--- src/rtl/locking_rr_arbiter_n_pkg.sv ---
// Shared definitions for the locking round-robin Acquire arbiter:
// a_type encodings, default field widths and a constant clog2 helper.
package locking_rr_arbiter_n_pkg;

  localparam int A_TYPE_W = 3;

  typedef enum logic [A_TYPE_W-1:0] {
    A_GET          = 3'd0,
    A_GET_BLOCK    = 3'd1,
    A_PUT          = 3'd2,
    A_PUT_BLOCK    = 3'd3,
    A_PUT_ATOMIC   = 3'd4,
    A_GET_PREFETCH = 3'd5,
    A_PUT_PREFETCH = 3'd6
  } a_type_e;

  localparam int DEF_N_IN    = 4;
  localparam int DEF_BEATS   = 8;
  localparam int DEF_ADDR_W  = 26;
  localparam int DEF_XID_W   = 2;
  localparam int DEF_BEAT_W  = 3;
  localparam int DEF_UNION_W = 12;
  localparam int DEF_DATA_W  = 64;

  function automatic int clog2_f(input int value);
    int r;
    r = 0;
    for (int v = value - 1; v > 0; v = v >> 1) begin
      r = r + 1;
    end
    return r;
  endfunction

endpackage

--- src/rtl/locking_rr_arbiter_n_pick.sv ---
// Combinational round-robin pick: lowest valid index above last_grant,
// else lowest valid index, else N_IN-1 when nothing is valid.
module rr_pick_n
  import locking_rr_arbiter_n_pkg::*;
#(
  parameter int N_IN = DEF_N_IN,
  parameter int CH_W = (N_IN > 1) ? clog2_f(N_IN) : 1
) (
  input  logic [N_IN-1:0] i_valid,
  input  logic [CH_W-1:0] i_last_grant,
  output logic [CH_W-1:0] o_choice,
  output logic            o_any_valid
);

  logic [CH_W-1:0] w_lo_any;
  logic [CH_W-1:0] w_lo_above;
  logic            w_has_above;

  // Scanning downwards lets the last assignment be the lowest matching index.
  always_comb begin
    w_lo_any    = CH_W'(N_IN - 1);
    w_lo_above  = '0;
    w_has_above = 1'b0;
    for (int i = N_IN - 1; i >= 0; i--) begin
      if (i_valid[i]) begin
        w_lo_any = CH_W'(i);
        if (i > int'(i_last_grant)) begin
          w_lo_above  = CH_W'(i);
          w_has_above = 1'b1;
        end
      end
    end
  end

  assign o_choice    = w_has_above ? w_lo_above : w_lo_any;
  assign o_any_valid = |i_valid;

endmodule

--- src/rtl/locking_rr_arbiter_n.sv ---
// N-input round-robin Acquire arbiter that locks onto an input for a full
// put-block burst. Define LOCKING_RR_ARB_WDOG_EN to add the lock-stall watchdog.
module locking_rr_arbiter_n
  import locking_rr_arbiter_n_pkg::*;
#(
  parameter int N_IN      = DEF_N_IN,
  parameter int BEATS     = DEF_BEATS,
  parameter int ADDR_W    = DEF_ADDR_W,
  parameter int XID_W     = DEF_XID_W,
  parameter int BEAT_W    = DEF_BEAT_W,
  parameter int UNION_W   = DEF_UNION_W,
  parameter int DATA_W    = DEF_DATA_W,
  parameter int LOCK_TYPE = int'(A_PUT_BLOCK),
`ifdef LOCKING_RR_ARB_WDOG_EN
  parameter int WDOG_CYCLES = 256,
`endif
  localparam int CH_W = (N_IN > 1) ? clog2_f(N_IN) : 1
) (
  input  logic                     clk,
  input  logic                     reset,
  input  logic [N_IN-1:0]          io_in_valid,
  output logic [N_IN-1:0]          io_in_ready,
  input  logic [N_IN*ADDR_W-1:0]   io_in_bits_addr_block,
  input  logic [N_IN*XID_W-1:0]    io_in_bits_client_xact_id,
  input  logic [N_IN*BEAT_W-1:0]   io_in_bits_addr_beat,
  input  logic [N_IN-1:0]          io_in_bits_is_builtin_type,
  input  logic [N_IN*A_TYPE_W-1:0] io_in_bits_a_type,
  input  logic [N_IN*UNION_W-1:0]  io_in_bits_union,
  input  logic [N_IN*DATA_W-1:0]   io_in_bits_data,
  input  logic                     io_out_ready,
  output logic                     io_out_valid,
  output logic [ADDR_W-1:0]        io_out_bits_addr_block,
  output logic [XID_W-1:0]         io_out_bits_client_xact_id,
  output logic [BEAT_W-1:0]        io_out_bits_addr_beat,
  output logic                     io_out_bits_is_builtin_type,
  output logic [A_TYPE_W-1:0]      io_out_bits_a_type,
  output logic [UNION_W-1:0]       io_out_bits_union,
  output logic [DATA_W-1:0]        io_out_bits_data,
  output logic [CH_W-1:0]          io_chosen,
`ifdef LOCKING_RR_ARB_WDOG_EN
  output logic                     io_wdog_err,
`endif
  output logic                     io_locked
);

  logic [BEAT_W-1:0] r_beat_cnt;
  logic [CH_W-1:0]   r_lock_idx;
  logic [CH_W-1:0]   r_last_grant;

  logic [CH_W-1:0]   w_choice;
  logic [CH_W-1:0]   w_chosen;
  logic              w_any_valid;
  logic              w_locked;
  logic              w_fire;
  logic              w_lock_beat;

  logic [ADDR_W-1:0]   w_addr  [N_IN];
  logic [XID_W-1:0]    w_xid   [N_IN];
  logic [BEAT_W-1:0]   w_beat  [N_IN];
  logic [A_TYPE_W-1:0] w_atype [N_IN];
  logic [UNION_W-1:0]  w_union [N_IN];
  logic [DATA_W-1:0]   w_data  [N_IN];

  rr_pick_n #(
    .N_IN (N_IN),
    .CH_W (CH_W)
  ) u_pick (
    .i_valid      (io_in_valid),
    .i_last_grant (r_last_grant),
    .o_choice     (w_choice),
    .o_any_valid  (w_any_valid)
  );

  assign w_locked  = (r_beat_cnt != '0);
  assign io_locked = w_locked;
  assign w_chosen  = w_locked ? r_lock_idx : w_choice;
  assign io_chosen = w_chosen;

  // Unflatten the packed input buses so the output mux is a plain array index.
  generate
    for (genvar gi = 0; gi < N_IN; gi++) begin : g_in
      assign w_addr[gi]      = io_in_bits_addr_block[gi*ADDR_W +: ADDR_W];
      assign w_xid[gi]       = io_in_bits_client_xact_id[gi*XID_W +: XID_W];
      assign w_beat[gi]      = io_in_bits_addr_beat[gi*BEAT_W +: BEAT_W];
      assign w_atype[gi]     = io_in_bits_a_type[gi*A_TYPE_W +: A_TYPE_W];
      assign w_union[gi]     = io_in_bits_union[gi*UNION_W +: UNION_W];
      assign w_data[gi]      = io_in_bits_data[gi*DATA_W +: DATA_W];
      assign io_in_ready[gi] = io_out_ready & (w_chosen == CH_W'(gi));
    end
  endgenerate

  // While locked the granted input may be idle; no other input steals the slot.
  assign io_out_valid = w_locked ? io_in_valid[r_lock_idx] : w_any_valid;

  assign io_out_bits_addr_block      = w_addr[w_chosen];
  assign io_out_bits_client_xact_id  = w_xid[w_chosen];
  assign io_out_bits_addr_beat       = w_beat[w_chosen];
  assign io_out_bits_is_builtin_type = io_in_bits_is_builtin_type[w_chosen];
  assign io_out_bits_a_type          = w_atype[w_chosen];
  assign io_out_bits_union           = w_union[w_chosen];
  assign io_out_bits_data            = w_data[w_chosen];

  assign w_fire      = io_out_ready & io_out_valid;
  assign w_lock_beat = w_fire & io_out_bits_is_builtin_type &
                       (io_out_bits_a_type == A_TYPE_W'(LOCK_TYPE));

  always_ff @(posedge clk) begin
    if (reset) begin
      r_beat_cnt   <= '0;
      r_lock_idx   <= '0;
      r_last_grant <= CH_W'(N_IN - 1);
    end else begin
      if (w_fire) begin
        r_last_grant <= w_chosen;
      end
      if (w_lock_beat) begin
        r_beat_cnt <= (r_beat_cnt == BEAT_W'(BEATS - 1)) ? '0 : r_beat_cnt + 1'b1;
        r_lock_idx <= w_chosen;
      end
    end
  end

`ifdef LOCKING_RR_ARB_WDOG_EN
  localparam int WD_W = clog2_f(WDOG_CYCLES) + 1;

  logic [WD_W-1:0] r_wdog_cnt;
  logic [WD_W-1:0] w_wdog_cnt_next;
  logic            r_wdog_err;

  // Counts idle cycles of the locked input; saturates at the threshold.
  always_comb begin
    w_wdog_cnt_next = r_wdog_cnt;
    if (!w_locked || w_fire) begin
      w_wdog_cnt_next = '0;
    end else if (!io_in_valid[r_lock_idx] && (r_wdog_cnt != WD_W'(WDOG_CYCLES))) begin
      w_wdog_cnt_next = r_wdog_cnt + 1'b1;
    end
  end

  always_ff @(posedge clk) begin
    if (reset) begin
      r_wdog_cnt <= '0;
      r_wdog_err <= 1'b0;
    end else begin
      r_wdog_cnt <= w_wdog_cnt_next;
      if (w_wdog_cnt_next == WD_W'(WDOG_CYCLES)) begin
        r_wdog_err <= 1'b1;
      end
    end
  end

  assign io_wdog_err = r_wdog_err;
`endif

endmodule

--- config.mk ---
export PLATFORM = sky130hd
export DESIGN_NAME = locking_rr_arbiter_n
export DESIGN_NICKNAME = d
export VERILOG_FILES = /design/src/rtl/locking_rr_arbiter_n_pkg.sv /design/src/rtl/locking_rr_arbiter_n_pick.sv /design/src/rtl/locking_rr_arbiter_n.sv
export SDC_FILE = /design/constraint.sdc
export NUM_CORES = 1
export LEC_CHECK = 0
export CAP_MARGIN = 25
export CORE_AREA = 2 2 219 221
export DETAILED_ROUTE_END_ITERATION = 10
export DIE_AREA = 0 0 221 223
export HOLD_SLACK_MARGIN = 0.15
export PLACE_DENSITY = 0.46
export SYNTH_ARGS = -nofsm -noshare
export SYNTH_HDL_FRONTEND = slang
export SYNTH_SLANG_ARGS = --single-unit
--- constraint.sdc ---
create_clock -name clk -period 2.7 [get_ports clk]
set_input_delay 0.405 -clock clk [delete_from_list [all_inputs] [get_ports clk]]
set_output_delay 0.405 -clock clk [all_outputs]
set_load 0.005 [all_outputs]
### Yosys cells after proc, flatten, opt, wreduce, memory -nomap -nowiden

Cells that the tools add are included.

* add/sub/neg operators: 1
* $lt $le $gt $ge: 6
* equality and inequality tests: 5
* multiplexer cells: 41
* bitwise gates (word level): 8
* reduce and logical (&&, ||, !) cells: 3

Operator list (count)
* binary-select mux 64 bit (select 2 bit): 1
* 2-to-1 mux 64 bit: 2
* binary-select mux 26 bit (select 2 bit): 1
* 2-to-1 mux 26 bit: 2
* binary-select mux 12 bit (select 2 bit): 1
* 2-to-1 mux 12 bit: 2
* 2-to-1 mux 2 bit: 12
* 2-to-1 mux 3 bit: 5
* binary-select mux 3 bit (select 2 bit): 2
* 2-to-1 mux 1 bit: 10
* AND 1 bit: 7
* less-than comparator 2 x 3 -> 1 bit (second input constant): 2
* binary-select mux 1 bit (select 2 bit): 2
* binary-select mux 2 bit (select 2 bit): 1
* equality test 2 bit (second input constant): 2
* greater-than comparator 2 bit (first input constant): 2
* OR reduction 4 bit: 1
* adder 3 x 1 -> 3 bit (second input constant): 1
* equality test 3 x 2 -> 1 bit (second input constant): 1
* equality test 3 bit (second input constant): 1
* greater-or-equal comparator 3 bit (second input constant): 1
* NOT 2 -> 3 bit: 1
* nonzero test 3 bit: 1
* equality test 2 x 1 -> 1 bit (second input constant): 1
* 2 further kinds: 2

* register bits: 7
* bits of input ports: 451
* output and inout bits: 119
* logic and storage cells: 67

### Depth between registers and ports, before layout

* word-level depth: 15
* mapped depth: 12
* mapped depth without buffers: 9

### By module

From an unflattened synthesis, not the netlist that was laid out.

* cells, all modules: 811
* area, all modules: 4033.9 um^2

Modules (own cells, without submodules)
* locking_rr_arbiter_n: times used 1, cells each 798, area each 3948.8 um^2, seq. area each 140.1 um^2
* rr_pick_n: times used 1, cells each 13, area each 85.1 um^2, seq. area each 0.0 um^2

### Least setup slack after synthesis

OpenSTA, ideal clock, no wires.

* kind: flip-flop to output port
* start: register r_beat_cnt[0]
* end: output io_out_bits_data[21]
* data arrival time: 1.928 ns
* data required time: 2.295 ns
* slack: 0.367 ns
* cell stages (with the launch flop): 11
* buffers on the path: 3
* cell sequence: dfxtp_1 -> inv_1 -> ha_1 -> and2b_4 -> o22ai_1 -> a31o_2 -> buf_2 -> buf_2 -> clkbuf_1 -> nand2_1 -> a31oi_1

* longest elaborated chain between the ends: 6

RTL lines
* from (decl): RTL line locking_rr_arbiter_n.sv:46 `logic [BEAT_W-1:0] r_beat_cnt;`
* from (signal assigned): RTL line locking_rr_arbiter_n.sv:117 `r_beat_cnt <= (r_beat_cnt == BEAT_W'(BEATS - 1)) ? '0 : r_beat_cnt + 1'b1;`
* nonzero test 3 bit: RTL line locking_rr_arbiter_n.sv:74 `assign w_locked = (r_beat_cnt != '0);`
* 2-to-1 mux 2 bit: RTL line locking_rr_arbiter_n.sv:76 `assign w_chosen = w_locked ? r_lock_idx : w_choice;`
* NOT 2 -> 3 bit (not written as such): RTL line locking_rr_arbiter_n.sv:101 `assign io_out_bits_data = w_data[w_chosen];`
* binary-select mux 64 bit (select 2 bit): RTL line locking_rr_arbiter_n.sv:101
* 2-to-1 mux 64 bit (not written as such) (2 in a row): RTL line locking_rr_arbiter_n.sv:101
* to (decl): RTL line locking_rr_arbiter_n.sv:38 `output logic [DATA_W-1:0] io_out_bits_data,`

No other way between the ends. The select of a mux whose other input is x is not followed.

### Worst setup path in the final report

* start: register r_beat_cnt[0]
* end: output io_out_bits_data[60]

Same word-level chain as after synthesis.

==> flow_summary.toml <==
[outcome]
outcome = "finished, violations left"
violations = "setup timing"

[synthesis]
synth_edf_count = 0
synthFlopType = "dfxtp_1"
ys_types = 36
synth_area_per_cell_um2 = 4.96
synth.ff_latch_count = 7
yosys.area.top_type = "nand2_1"
async_reset_ff_frac = 0
yosysSeqAreaShare = 0.0350
yosysWarnings = 0
netlist.area_leader.share = 0.423
netlist_area_mm2 = 0.00400
synth_fp_nets = 1261
synthTopCellsByArea = "nand2_1 (42%), and3_1 (18%), a31oi_1 (17%)"
synth_cells = 807

[route]
via_per_inst = 4.15
dr.pass1.iters = 5
drtAntennaViolNets = 0
drt-total-wl_um = 43300
vias = 9014
drt_iter0_markers = 377
wire_per_inst_um = 19.9
drc = 0

[power]
ir_drop_v = 0.000240
p_sw_frac = 0.402
power_density_mw_per_mm2 = 419
power_switching_w = 0.00242
comb_power_share = 0.939
power_frac_clock = 0.042
power.share.sequential = 0.019
p_int_w = 0.00360
p_leak_nw = 6.18

[sta]
rsz0062_at_grt = "yes"
clock_skew_ps = 2.73
final_max_slew_viol_count = 0
setup_tns_ps = -13700
hold_viol = 0
relSlewSlack = 0.742
timing.hold.ws_ps = 514
fmax_mhz = 341
fin_crit_sh = 1.09
min_period_ps = 2930
finalSetupViolations = 112
tightest_slew_ps = 386
worst_slack_ps = -233

[placed_design]
hpwl_um = 29500
gp_congestion = 0.968
placed_area_mm2 = 0.0111
place_inst = 2010
io_buffers = 569

[flow_run]
drv_cap = 0

[final_layout]
layout_common_cells = "clkdlybuf4s50_1 (448), nand2_1 (364), buf_2 (100), buf_4 (91), a31oi_1 (79)"
layout_commonest_cell = "clkdlybuf4s50_1"
synthToLayoutAreaGrowth_pct = 259
final_nets = 2013
drive_above_1_share = 0.372
final_area_mm2 = 0.0144
final_cell_count_no_fill = 2174

[setup_path]
regToRegStartpoint = "r_beat_cnt[0]"
critPathCaptureType = "output port"
crit_start = "r_beat_cnt[0]"
slowest_delay_ps = 320
crit_top_cell = "buf_12"
critPathLaunchType = "flop"
reg2reg_depth = 16
worstReg2RegEnd = "r_lock_idx[1]"
r2r_slack_ps = -150
worstSetupPathType = "flop to output port"
crit_chain = "inv_2 -> ha_4 -> and2b_4 -> o22ai_2 -> a31o_4 -> inv_12 -> buf_12 -> buf_12 -> buf_12 -> buf_8 -> buf_6 -> nand2_2 -> and3_4 -> a31oi_1 -> buf_4 -> buf_6"
required_ps = 2300
worstPathMaxFanout = 4
crit_slowest_cell = "dfxtp_2"
critPathArrivalTime_ps = 2530

[global_routing]
track_usage = 0.156
grt_pass1_wl_um = 58200
grt_max_degree = 27
grt.overflow.total = 0
grt_pass1_vias = 9274
antenna_found_initial = 3

[min_path]
hp-start = "r_last_grant[0]"
holdPathEnd = "r_last_grant[0]"
hp-class = "flop to flop"
hold_depth = 1

[floorplanning]
dieArea_mm2 = 0.0493
ios = 570
die_w_um = 221
dieHeight_um = 223
rows = 80
coreArea_mm2 = 0.0471
start_util = 0.0849

[clocking]
clock_sink_count = 7
clk_pin_slew_ps = 40
clk_latency_ps = 230
ctsLongestPathBuffers = 2
clock-root-buffer = "clkbuf_16"
cts_hold_buffers = 0
cts_tree = "built"
htree_levels = 1
numCtsBuffers = 3
## cells by family (layout without fill, tap and decap cells)
| family | after synthesis | after routing | synth area share |
|---|---|---|---|
| buffers and inverters | 81 | 832 | 0.0897 |
| muxes | 9 | 9 | 0.0297 |
| AOI/OAI and AO/OA | 123 | 123 | 0.204 |
| and+or+nand+nor | 584 | 584 | 0.632 |
| other | 0 | 1 | 0 |
| adders and majority gates | 3 | 3 | 0.00938 |
| DFF | 7 | 7 | 0.0350 |
## flip-flops by register name, summed over array words and instances (netlist names)
| register | cells |
|---|---|
| r_last_grant | 2 |
| r_lock_idx | 2 |
| r_beat_cnt | 3 |
## area by class of cell
type | count | area [um2]
repair buffers | 821 | 8670
clock buffers | 4 | 78.8
diodes | 1 | 2.50
flip-flops and latches | 7 | 144
fillers | 5090 | 32800
multi-input cells | 719 | 4650
inverters | 7 | 43.8
well taps | 615 | 769
## layer usage
| metal | part of all wire | GRT usage | vias to the layer above | routed length, um |
|---|---|---|---|---|
| met4 | 0.029 | 0.0409 | 0 | 1270 |
| li1 | - | - | 4261 | - |
| met2 | 0.52 | 0.303 | 451 | 22600 |
| met3 | 0.063 | 0.0271 | 57 | 2720 |
| met1 | 0.39 | 0.173 | 4245 | 16700 |
| met5 | 0 | 0 | - | 0 |
## synth_stat cells (all sizes together), types with 3 or more instances
| cell type | instances |
|---|---|
| nand2 | 452 |
| and3 | 115 |
| a31oi | 111 |
| clkbuf | 41 |
| buf | 33 |
| dfxtp | 7 |
| inv | 7 |
| nor2 | 6 |
| mux2 | 4 |
| mux2i | 4 |
| nand4b | 4 |
| a21oi | 3 |
| ha | 3 |
## worst max-delay path: cells and delay by family (launching register included)
family / cells / cell delay, ps
AOI/OAI and AO/OA: 3 / 500
buffers and inverters: 9 / 920
DFF: 1 / 320
adders and majority gates: 1 / 140
and+or+nand+nor: 3 / 380
## what timing repair did
item                       in CTS  in global routing
pin swaps                      15                105
setup endpoints to repair     121                120
resized for setup             545                332
setup buffers                  78                 71
cloned                         25                 12
## metrics by stage
stage                     utilization  setup WS (ps)  total power (W)
after detailed placement        0.236           -664          0.00398
final                           0.305           -233          0.00602
after floorplan                     -            367          0.00143
after global routing            0.305           -313          0.00635
after CTS                       0.275           -336          0.00530
after global placement          0.236           -675          0.00400
## power by group through the flow
stage	Clock, W	Sequential, W	Combinational (W)
2_1_floorplan	0	0.000114	0.00132
3_3_place_gp	0	0.000115	0.00389
3_5_place_dp	0	0.000115	0.00387
4_1_cts	0.000260	0.000114	0.00493
5_1_grt	0.000265	0.000115	0.00597
6_report	0.000255	0.000114	0.00565
## worst max-delay path by stage
stage / end / slack, ps / cells after the start
4_1_cts: io_out_bits_data[56] / -340 / 15
6_report: io_out_bits_data[60] / -230 / 16
3_5_place_dp: io_out_bits_data[51] / -660 / 9
5_1_grt: io_out_bits_data[53] / -310 / 15
2_1_floorplan: io_out_bits_data[21] / 370 / 10
3_3_place_gp: io_out_bits_data[51] / -680 / 9
(Power assumes the default switching activity.)
